[src/rtl/dvi_tmds_encoder_pkg.sv]
// Shared video types for the DVI output path: TMDS character type, control
// tokens, the clock-channel character and small encoding helpers.
package dvi_tmds_encoder_pkg;

    typedef logic [9:0] tmds_char_t;

    localparam tmds_char_t CTL00         = 10'h354;
    localparam tmds_char_t CTL01         = 10'h0AB;
    localparam tmds_char_t CTL10         = 10'h154;
    localparam tmds_char_t CTL11         = 10'h2AB;
    localparam tmds_char_t TMDS_CLK_CHAR = 10'h01F;

    function automatic tmds_char_t ctl_token(input logic [1:0] c);
        tmds_char_t tok;
        case (c)
            2'b00:   tok = CTL00;
            2'b01:   tok = CTL01;
            2'b10:   tok = CTL10;
            default: tok = CTL11;
        endcase
        return tok;
    endfunction

    function automatic logic [3:0] popcount8(input logic [7:0] v);
        logic [3:0] n;
        n = 4'd0;
        for (int i = 0; i < 8; i++) begin
            n = n + {3'b000, v[i]};
        end
        return n;
    endfunction

    // Transition-minimising first stage; bit 8 is 1 for the XOR path, 0 for XNOR.
    function automatic logic [8:0] tmds_qm(input logic [7:0] d);
        logic [3:0] ones;
        logic       use_xnor;
        logic [7:0] qm;
        ones     = popcount8(d);
        use_xnor = (ones > 4'd4) || ((ones == 4'd4) && !d[0]);
        qm[0]    = d[0];
        for (int i = 1; i < 8; i++) begin
            qm[i] = use_xnor ? ~(qm[i-1] ^ d[i]) : (qm[i-1] ^ d[i]);
        end
        return {~use_xnor, qm};
    endfunction

endpackage

[src/rtl/dvi_tmds_encoder_channel.sv]
// One TMDS channel: registered transition-minimising stage, then a registered
// DC-balancing stage with its own running disparity.
module tmds_channel_encoder
    import dvi_tmds_encoder_pkg::*;
(
    input  logic       clk,
    input  logic       reset,
    input  logic       en,
    input  logic       de,
    input  logic [1:0] c,
    input  logic [7:0] d,
    output logic [9:0] q
);

    logic [8:0] qm_c;
    logic [8:0] qm_s1;
    logic [3:0] n1_s1;
    logic       de_s1;
    logic [1:0] c_s1;

    logic [4:0] cnt;
    logic [4:0] cnt_nxt;
    tmds_char_t q_nxt;

    logic signed [5:0] cnt6;
    logic signed [5:0] n1;
    logic signed [5:0] n0;
    logic signed [5:0] cnt_sum;
    logic              qm8;

    assign qm_c = tmds_qm(d);

    always_ff @(posedge clk or posedge reset) begin
        if (reset) begin
            qm_s1 <= 9'd0;
            n1_s1 <= 4'd0;
            de_s1 <= 1'b0;
            c_s1  <= 2'b00;
        end else if (en) begin
            qm_s1 <= qm_c;
            n1_s1 <= popcount8(qm_c[7:0]);
            de_s1 <= de;
            c_s1  <= c;
        end
    end

    // Disparity math runs at 6 bits signed; cnt itself never leaves -8..+8.
    always_comb begin
        qm8     = qm_s1[8];
        cnt6    = {cnt[4], cnt};
        n1      = {2'b00, n1_s1};
        n0      = 6'sd8 - n1;
        q_nxt   = ctl_token(c_s1);
        cnt_sum = 6'sd0;
        if (!de_s1) begin
            q_nxt   = ctl_token(c_s1);
            cnt_sum = 6'sd0;
        end else if ((cnt == 5'd0) || (n1_s1 == 4'd4)) begin
            q_nxt   = {~qm8, qm8, qm8 ? qm_s1[7:0] : ~qm_s1[7:0]};
            cnt_sum = qm8 ? (cnt6 + n1 - n0) : (cnt6 + n0 - n1);
        end else if ((!cnt[4] && (n1_s1 > 4'd4)) || (cnt[4] && (n1_s1 < 4'd4))) begin
            q_nxt   = {1'b1, qm8, ~qm_s1[7:0]};
            cnt_sum = cnt6 + (qm8 ? 6'sd2 : 6'sd0) + n0 - n1;
        end else begin
            q_nxt   = {1'b0, qm8, qm_s1[7:0]};
            cnt_sum = cnt6 + n1 - n0 - (qm8 ? 6'sd0 : 6'sd2);
        end
        cnt_nxt = cnt_sum[4:0];
    end

    always_ff @(posedge clk or posedge reset) begin
        if (reset) begin
            q   <= CTL00;
            cnt <= 5'd0;
        end else if (en) begin
            q   <= q_nxt;
            cnt <= cnt_nxt;
        end
    end

endmodule

[src/rtl/dvi_tmds_encoder.sv]
// DVI TMDS encoder: three independent channel encoders plus the constant
// clock-channel character. Sync rides on blue; green and red carry C=00.
module dvi_tmds_encoder
    import dvi_tmds_encoder_pkg::*;
(
    input  logic        clk,
    input  logic        reset,
    input  logic        en,
    input  logic        de,
    input  logic        hsync,
    input  logic        vsync,
    input  logic [23:0] rgb,
    output logic [9:0]  tmds_b,
    output logic [9:0]  tmds_g,
    output logic [9:0]  tmds_r,
    output logic [9:0]  tmds_clk
);

    tmds_channel_encoder u_ch_b (
        .clk   (clk),
        .reset (reset),
        .en    (en),
        .de    (de),
        .c     ({vsync, hsync}),
        .d     (rgb[7:0]),
        .q     (tmds_b)
    );

    tmds_channel_encoder u_ch_g (
        .clk   (clk),
        .reset (reset),
        .en    (en),
        .de    (de),
        .c     (2'b00),
        .d     (rgb[15:8]),
        .q     (tmds_g)
    );

    tmds_channel_encoder u_ch_r (
        .clk   (clk),
        .reset (reset),
        .en    (en),
        .de    (de),
        .c     (2'b00),
        .d     (rgb[23:16]),
        .q     (tmds_r)
    );

    assign tmds_clk = TMDS_CLK_CHAR;

endmodule

[config.mk]
export PLATFORM = sky130hd
export DESIGN_NAME = dvi_tmds_encoder
export DESIGN_NICKNAME = d
export VERILOG_FILES = /design/src/rtl/dvi_tmds_encoder_pkg.sv /design/src/rtl/dvi_tmds_encoder_channel.sv /design/src/rtl/dvi_tmds_encoder.sv
export SDC_FILE = /design/constraint.sdc
export NUM_CORES = 1
export LEC_CHECK = 0
export ABC_AREA = 1
export ABC_CLOCK_PERIOD_IN_PS = 7500
export BUFFER_PORTS_ARGS = -buffer_cell sky130_fd_sc_hd__buf_2
export CAP_MARGIN = 20
export CORE_ASPECT_RATIO = 0.75
export CORE_MARGIN = 3
export CORE_UTILIZATION = 50
export DETAILED_ROUTE_END_ITERATION = 8
export PLACE_DENSITY = 0.69
export SLEW_MARGIN = 20
export SYNTH_ARGS = -nofsm -noshare
export SYNTH_HDL_FRONTEND = slang
export SYNTH_SLANG_ARGS = --single-unit
export TNS_END_PERCENT = 30
[constraint.sdc]
create_clock -name clk -period 7.5 [get_ports clk]
set_input_delay 1.125 -clock clk [delete_from_list [all_inputs] [get_ports clk]]
set_output_delay 1.125 -clock clk [all_outputs]
set_load 0.05 [all_outputs]
Yosys cells after proc, flatten, opt, wreduce, memory -nomap -nowiden
Index checks and enable logic that the tools add are counted.
- output and inout port bits: 40
- input bits: 30
- flip-flop bits (word level): 87
- $add $sub $neg: 69
- reductions and logical operators: 28
- eq/ne operators: 8
- mux-type cells: 52
- bitwise operators: 51
- magnitude comparators: 9
- operators with widths (cell ; number):
    $add 4x1->4 ; 36
    $mux 10 ; 9
    $mux 5 ; 12
    $sub 5x5->5 ; 12
    $add 5x5->5 ; 9
    $pmux 10 s3 ; 1
    $not 1->1 ; 27
    $eq 4x3->1 const B ; 6
    $gt 4x3->1 const B ; 6
    $mux 8 ; 3
    $not 8->8 ; 3
    $mux 1 ; 21
    $xor 1x1->1 ; 21
    $add 5x3->5 ; 3
    $logic_not 5->1 ; 3
    $sub 4x4->5 const A ; 3
    $add 1x1->2 ; 6
    $lt 4x3->1 const B ; 3
    $mux 2 ; 6
    $logic_and 1x1->1 ; 9
    $logic_or 1x1->1 ; 9
    $logic_not 1->1 ; 6
    $eq 2x1->1 const B ; 1
    $eq 2x2->1 const B ; 1
    $logic_not 2->1 ; 1

Depth between registers and ports, before layout
Gate-level depths: netlist of the first run.
- depth in word-level cells: 30
- depth in mapped cells: 25
- gate-level depth less buffers: 25

Hierarchy
From an unflattened synthesis of the first run, not the netlist that was laid out.
- cell total of the unflattened synthesis: 1122
- area, all modules: 8548.2 um^2
- by module, submodules not included (module ; instances ; area each (um^2) ; cells each):
    tmds_channel_encoder (u_ch_r) ; 1 ; 2854.0 ; 375
    tmds_channel_encoder (u_ch_b) ; 1 ; 2816.5 ; 371
    tmds_channel_encoder (u_ch_g) ; 1 ; 2795.2 ; 364
    dvi_tmds_encoder ; 1 ; 82.6 ; 12

Worst setup path before layout of the first run
Ideal clock, no wire load.
- path kind: input port to flip-flop
- start point: input port rgb[0]
- end point: register u_ch_b.n1_s1[2]
- cell stages on the path: 24
- buffers on the path: 0
- arrival: 6.208 ns
- slack: 1.210 ns
- data required time: 7.417 ns
- path through: ha_1 > inv_1 > fa_1 > fa_1 > inv_1 > fa_1 > fa_1 > nor2_1 > nand2_1 > nand2_1 > nand2_2 > nand2_1 > nand3_1 > nand2_1 > xor2_1 > inv_1 > fa_1 > inv_1 > fa_1 > inv_1 > fa_1 > fa_1 > xor2_1 > o21ai_0
- longest elaborated chain between the ends: 30
- elaborated cells on any way between the ends: 40
- RTL lines (item ; RTL line ; source):
    start, declared ; dvi_tmds_encoder.sv:12 ; input logic [23:0] rgb,
    parallel branches: the longest is 29 deep, another holds $add 4x1->4 ; -- ;
    $add 4x1->4 (*) ; dvi_tmds_encoder_pkg.sv:28 ; n = n + {3'b000, v[i]};
    end signal, assigned ; dvi_tmds_encoder_channel.sv:41 ; n1_s1 <= popcount8(qm_c[7:0]);
    end, declared ; dvi_tmds_encoder_channel.sv:17 ; logic [3:0] n1_s1;
Every way passes the cells marked *.
A chain may end at the register's enable or synchronous reset.

Final worst setup path of the first run
Ends and elaborated chain as after synthesis.

==> results.py, run 1 <==
metrics = {
    "run_status": {
        "status": "complete, no violations",
    },
    "die": {
        "die_height_um": 112,
        "start_util": 0.515,
        "core_region_area_sq_um": 14500,
        "dieArea_sq_um": 16500,
        "rows": 38,
        "num_io_pins": 70,
        "dieWidth_um": 147,
    },
    "finish": {
        "areaGrowthSynthToFinish_pct": 9.61,
        "drive_gt1_frac": 0.132,
        "nNetsFinal": 1152,
        "n_antenna_cell": 0,
    },
    "route": {
        "wl_per_cell_um": 13.2,
        "firstDrtPassIters": 5,
        "vias": 6227,
        "route.detailed.drc": 0,
        "drt-total-wl_mm": 16.4,
        "postRouteAntennaNets": 0,
        "first_iter_violations": 435,
        "viasPerCell": 5.04,
    },
    "clock_network": {
        "cts_max_level": 3,
        "clockBufferDepth": 2,
        "worstSkewPairLatency_ns": 0.35,
        "ctsResizeCount": 0,
        "holdBufCountCts": 0,
        "cts_tree": "done",
        "cts_made_buffers": 9,
        "post-cts-setup-buffer-count": 0,
        "cts.clk_slew.worst_paths_ns": 0.06,
        "root_buffer": "clkbuf_16",
        "clock_sinks": 87,
    },
    "sta": {
        "fmax_mhz": 155,
        "setup_tns_ns": 0,
        "fin_crit_sh": 0.858,
        "worst_pin_slew_ns": 0.874,
        "rsz0062_at_grt": "false",
        "drv_slew": 0,
        "clock_skew_ns": 0.0116,
        "setup_viol": 0,
        "finalCriticalPeriod_ns": 6.44,
        "final_hold_viol_count": 0,
        "slew_headroom": 0.417,
    },
    "global_routing": {
        "grtUsageMet2": 0.308,
        "grt_start_max_net_pins": 69,
        "overflow": 0,
        "use_met1": 0.313,
        "grt_antenna_before_repair": 1,
        "busiest_layer": "met1",
        "grt_pass1_wl_mm": 27.9,
        "track_usage": 0.206,
        "grt_use_met3": 0.0435,
        "grt_pass1_vias": 5829,
    },
    "synthesis": {
        "yosysTopAreaCell": "dfrtp_1",
        "synthFlopType": "dfrtp_1",
        "synth-edff-count": 0,
        "ys.warnings.count": 0,
        "synth_cell_types": 47,
        "netlist_instances": 979,
        "syn_area_sq_um": 7490,
        "async_flop_share": 1.00,
        "synth.yosys.seq_area_share": 0.293,
        "synth_top_area_frac": 0.241,
        "synth_area_leaders": "dfrtp_1, nand2_1, ha_1, fa_1, inv_1",
        "synth.avg_cell_area_sq_um": 7.65,
        "synth_seq_cells": 87,
    },
    "critical_path": {
        "startpoint_type": "primary input",
        "path_class": "in2reg",
        "cp.arrival_ns": 6.70,
        "worst_setup_path_end_kind": "flip-flop",
        "critPathRequiredTime_ns": 7.76,
        "worst-path-max-fanout": 6,
    },
    "placement": {
        "place.gp.congestion": 0.864,
        "port_buffers": 59,
        "post-dp-hpwl_mm": 12.5,
    },
    "flow_run": {
        "drv_cap": 0,
    },
    "hold_path": {
        "hp-class": "reg2reg",
    },
}
-- synth_stat cells (3+ instances only) --
cell type,n
inv_2,9
buf_4,11
o21ai_1,13
nand2_1,234
o21ai_2,4
xor2_2,5
and2_1,4
a21o_1,4
o211ai_1,7
o21ai_0,76
inv_1,158
xor2_1,27
xnor2_1,14
or2_1,3
ha_1,59
o22ai_1,7
a21oi_1,32
a31oi_1,7
fa_1,33
dfrtp_1,72
clkbuf_1,15
o31ai_1,3
nor2_1,42
nand2_2,14
nand3b_1,5
dfstp_2,15
nand3_1,75
-- state kept, by name (all words and copies together), names as in the netlist --
name          flops
u_ch_r.cnt        5
u_ch_r.q         10
u_ch_b.q         10
u_ch_g.n1_s1      4
u_ch_r.n1_s1      4
u_ch_g.de_s1      1
u_ch_g.cnt        5
u_ch_g.qm_s1      9
u_ch_b.n1_s1      4
u_ch_b.cnt        5
u_ch_g.q         10
u_ch_b.c_s1       2
u_ch_r.qm_s1      9
u_ch_b.qm_s1      9
-- critical path, cell delays in order --
cell and delay (ns):
buf_2 0.13, ha_1 0.33, inv_1 0.07, fa_1 0.46, fa_1 0.50, inv_1 0.06
fa_1 0.42, fa_1 0.45, nor2_1 0.11, nand2_1 0.05, nand2_1 0.11, nand2_2 0.12
nand2_1 0.11, nand3_1 0.12, nand2_1 0.13, xor2_1 0.20, inv_1 0.07, fa_1 0.48
inv_1 0.05, fa_1 0.50, inv_1 0.05, fa_1 0.39, fa_1 0.39, xor2_1 0.15
o21ai_0 0.13
-- layer usage --
layer	vias to the layer above	wire length (um)
li1	3178	-
met1	2888	8410
met2	146	6910
met3	13	892
met4	2	132
met5	-	13
-- final timing paths --
path,slack [ns],endpoint,depth (start not counted),from
setup reg to reg,4.54,u_ch_r.cnt[4]$_DFFE_PP0P_,19,u_ch_r.n1_s1[0]$_DFFE_PP0P_
max in group asynchronous,5.61,u_ch_b.qm_s1[0]$_DFFE_PP0P_,3,reset
setup / recovery,1.06,u_ch_b.n1_s1[2]$_DFFE_PP0P_,25,rgb[0]
min in group asynchronous,0.74,u_ch_r.qm_s1[0]$_DFFE_PP0P_,2,reset
hold / removal,0.49,u_ch_r.q[1]$_DFFE_PP0P_,2,u_ch_r.q[1]$_DFFE_PP0P_
hold reg to reg,0.49,u_ch_r.q[1]$_DFFE_PP0P_,2,u_ch_r.q[1]$_DFFE_PP0P_
-- layout make-up --
| cell class | count | area (sq um) |
|---|---|---|
| sequential | 87 | 2200 |
| fill | 1365 | 6340 |
| tap | 200 | 250 |
| inverter | 169 | 636 |
| timing repair buffer | 64 | 353 |
| clock buffer | 12 | 236 |
| multi-input combinational | 699 | 4500 |
| clock inverter | 4 | 31.3 |
-- cells by family after synthesis --
group	after synthesis	synth area share
flops	87	0.293
other cells	2	0.00100
xor+xnor	48	0.0632
buf+inv	201	0.109
fa+ha+maj	92	0.187
compound gates	161	0.123
simple gates	388	0.223
-- cell usage in the layout (no fill, tap or decap), types with 4 or more instances in the layout --
cell / instances
conb_1: 10
dfstp_2: 15
inv_2: 9
o21ai_0: 76
nand2_2: 14
o22ai_1: 7
and2_1: 4
a31oi_1: 7
buf_4: 4
clkbuf_16: 9
nand3b_1: 5
xor2_2: 5
o21ai_1: 13
xnor2_1: 14
nor2_1: 42
o21ai_2: 4
buf_2: 59
o211ai_1: 7
xor2_1: 27
dfrtp_1: 72
a21oi_1: 32
inv_1: 156
fa_1: 33
nand3_1: 75
a21o_1: 4
nand2_1: 234
ha_1: 59
-- per-stage QoR --
step / utilization / hold WS (ns) / area [sq um] / cells / setup WS, ns
detailed placement: 0.544 / 0.474 / 7910 / 1218 / 0.726
floorplan: - / 0.453 / 7520 / 987 / 1.21
CTS: 0.562 / 0.489 / 8180 / 1234 / 1.09
global route: 0.564 / 0.509 / 8210 / 1235 / 0.707
finish: 0.564 / 0.486 / 8210 / 1235 / 1.06
global placement: 0.544 / 0.471 / 7910 / 1218 / 0.908
Power of run 1 is left out: the tool's default activity adds up to more than one toggle a clock period on the data nets, which glitch-free logic cannot reach.
==> run 2, diff against run 1 <==
- CORE_UTILIZATION: 50 -> 45
- PLACE_DENSITY: 0.69 -> unset
- SKIP_LAST_GASP: unset -> 1
==> run 2 against run 1 <==
Against the previous run: global-route usage shrank 2.1 points; core utilization shrank 5.4 points; die area grew 11%; first-iteration DRC count shrank 29%; non-clock buffer count is the same; critical path depth is the same; critical path type unchanged; highest routed layer is now met4.
==> results.py, run 2 (synthesis results as in run 1) <==
metrics = {
    "global_routing": {
        "busiest_layer": "met1",
        "overflow": 0,
        "grt_antenna_before_repair": 0,
        "use_met1": 0.284,
        "grtUsageMet2": 0.275,
        "grt_pass1_wl_mm": 28.1,
        "track_usage": 0.185,
        "grt_start_max_net_pins": 58,
        "grt_pass1_vias": 5725,
        "grt_use_met3": 0.0356,
    },
    "critical_path": {
        "worst-path-max-fanout": 6,
        "rrSetupSlack_ns": 4.57,
        "critPathRequiredTime_ns": 7.76,
        "startpoint_type": "primary input",
        "worst_setup_path_end_kind": "flip-flop",
        "r2r_start": "u_ch_r.n1_s1[1]$_DFFE_PP0P_",
        "reg2regPathDepth": 19,
        "path_class": "in2reg",
        "cp.arrival_ns": 6.62,
        "crit_end": "u_ch_b.n1_s1[2]$_DFFE_PP0P_",
        "cp-startpoint": "rgb[0]",
        "r2r_end": "u_ch_r.cnt[4]$_DFFE_PP0P_",
    },
    "hold_path": {
        "hp-class": "reg2reg",
        "min_from": "u_ch_r.q[2]$_DFFE_PP1P_",
        "whs_path_depth": 2,
    },
    "placement": {
        "post-dp-hpwl_mm": 12.7,
        "place.gp.congestion": 0.816,
        "port_buffers": 59,
    },
    "route": {
        "first_iter_violations": 311,
        "route.detailed.drc": 0,
        "firstDrtPassIters": 5,
        "viasPerCell": 4.85,
        "vias": 6048,
        "wl_per_cell_um": 13.0,
        "drt-total-wl_mm": 16.2,
        "postRouteAntennaNets": 0,
    },
    "clock_network": {
        "clock_sinks": 87,
        "worstSkewPairLatency_ns": 0.34,
        "cts_tree": "done",
        "cts.clk_slew.worst_paths_ns": 0.07,
        "root_buffer": "clkbuf_16",
        "holdBufCountCts": 0,
        "cts_made_buffers": 9,
        "cts_max_level": 3,
        "clockBufferDepth": 2,
        "post-cts-setup-buffer-count": 0,
        "ctsResizeCount": 0,
    },
    "sta": {
        "setup_viol": 0,
        "fin_crit_sh": 0.847,
        "fmax_mhz": 157,
        "setup_tns_ns": 0,
        "final_hold_viol_count": 0,
        "finalCriticalPeriod_ns": 6.35,
        "worst_pin_slew_ns": 0.797,
        "drv_slew": 0,
        "rsz0062_at_grt": "false",
        "clock_skew_ns": 0.00590,
        "slew_headroom": 0.465,
    },
    "die": {
        "start_util": 0.463,
        "rows": 40,
        "core_region_area_sq_um": 16200,
        "dieArea_sq_um": 18200,
        "die_height_um": 118,
        "num_io_pins": 70,
        "dieWidth_um": 155,
    },
    "run_status": {
        "status": "complete, no violations",
    },
    "finish": {
        "reg_top3": "u_ch_b.q (10), u_ch_g.q (10), u_ch_r.q (10)",
        "fillers": 1600,
        "final_cell_mix": "nand2_1, inv_1, o21ai_0, nand3_1, dfrtp_1",
        "drive_gt1_frac": 0.135,
        "areaGrowthSynthToFinish_pct": 10.2,
        "nNetsFinal": 1152,
        "final_common_cell": "nand2_1",
    },
    "flow_run": {
        "drv_cap": 0,
    },
}
run 2: final cells by class:
cell class,instances,area [sq um],share of cell area
antenna,1,2.50,0.000303
clock buffer,10,239,0.0290
clock inverter,6,66.3,0.00804
inverter,169,637,0.0772
multi-input combinational,699,4500,0.546
sequential,87,2200,0.266
tap,210,263,0.0319
timing repair buffer,64,340,0.0413
run 2: worst max-delay path, cell delays in order:
cell,delay (ns)
buf_2,0.13
ha_1,0.33
inv_1,0.06
fa_1,0.45
fa_1,0.49
inv_1,0.05
fa_1,0.40
fa_1,0.44
nor2_1,0.10
nand2_1,0.05
nand2_1,0.10
nand2_2,0.11
nand2_1,0.12
nand3_1,0.11
nand2_1,0.13
xor2_1,0.19
inv_1,0.07
fa_1,0.47
inv_1,0.05
fa_1,0.49
inv_1,0.05
fa_1,0.40
fa_1,0.39
xor2_1,0.15
o21ai_0,0.13
run 2: how the worst min path moves through the flow:
stage,endpoint
after floorplan,u_ch_r.n1_s1[0]$_DFFE_PP0P_
after global placement,u_ch_r.q[1]$_DFFE_PP0P_
after detailed placement,u_ch_g.q[0]$_DFFE_PP0P_
after CTS,u_ch_r.q[2]$_DFFE_PP1P_
after global routing,u_ch_r.q[7]$_DFFE_PP0P_
final,u_ch_r.q[2]$_DFFE_PP1P_
run 2: per-stage QoR:
stage | instance area, sq um | utilization | instances | hold slack (ns) | setup slack [ns]
3_5_place_dp | 7920 | 0.490 | 1228 | 0.476 | 0.796
4_1_cts | 8230 | 0.509 | 1244 | 0.487 | 1.16
3_3_place_gp | 7920 | 0.490 | 1228 | 0.471 | 0.881
2_1_floorplan | 7520 | - | 987 | 0.453 | 1.21
5_1_grt | 8240 | 0.510 | 1245 | 0.519 | 0.838
6_report | 8250 | 0.510 | 1246 | 0.482 | 1.15
run 2: layer usage:
metal	wire length [um]	vias to the layer above
met4	86	0
met3	781	7
li1	-	3183
met1	8650	2747
met2	6730	111
met5	0	-
Power of run 2 is left out for the same reason.
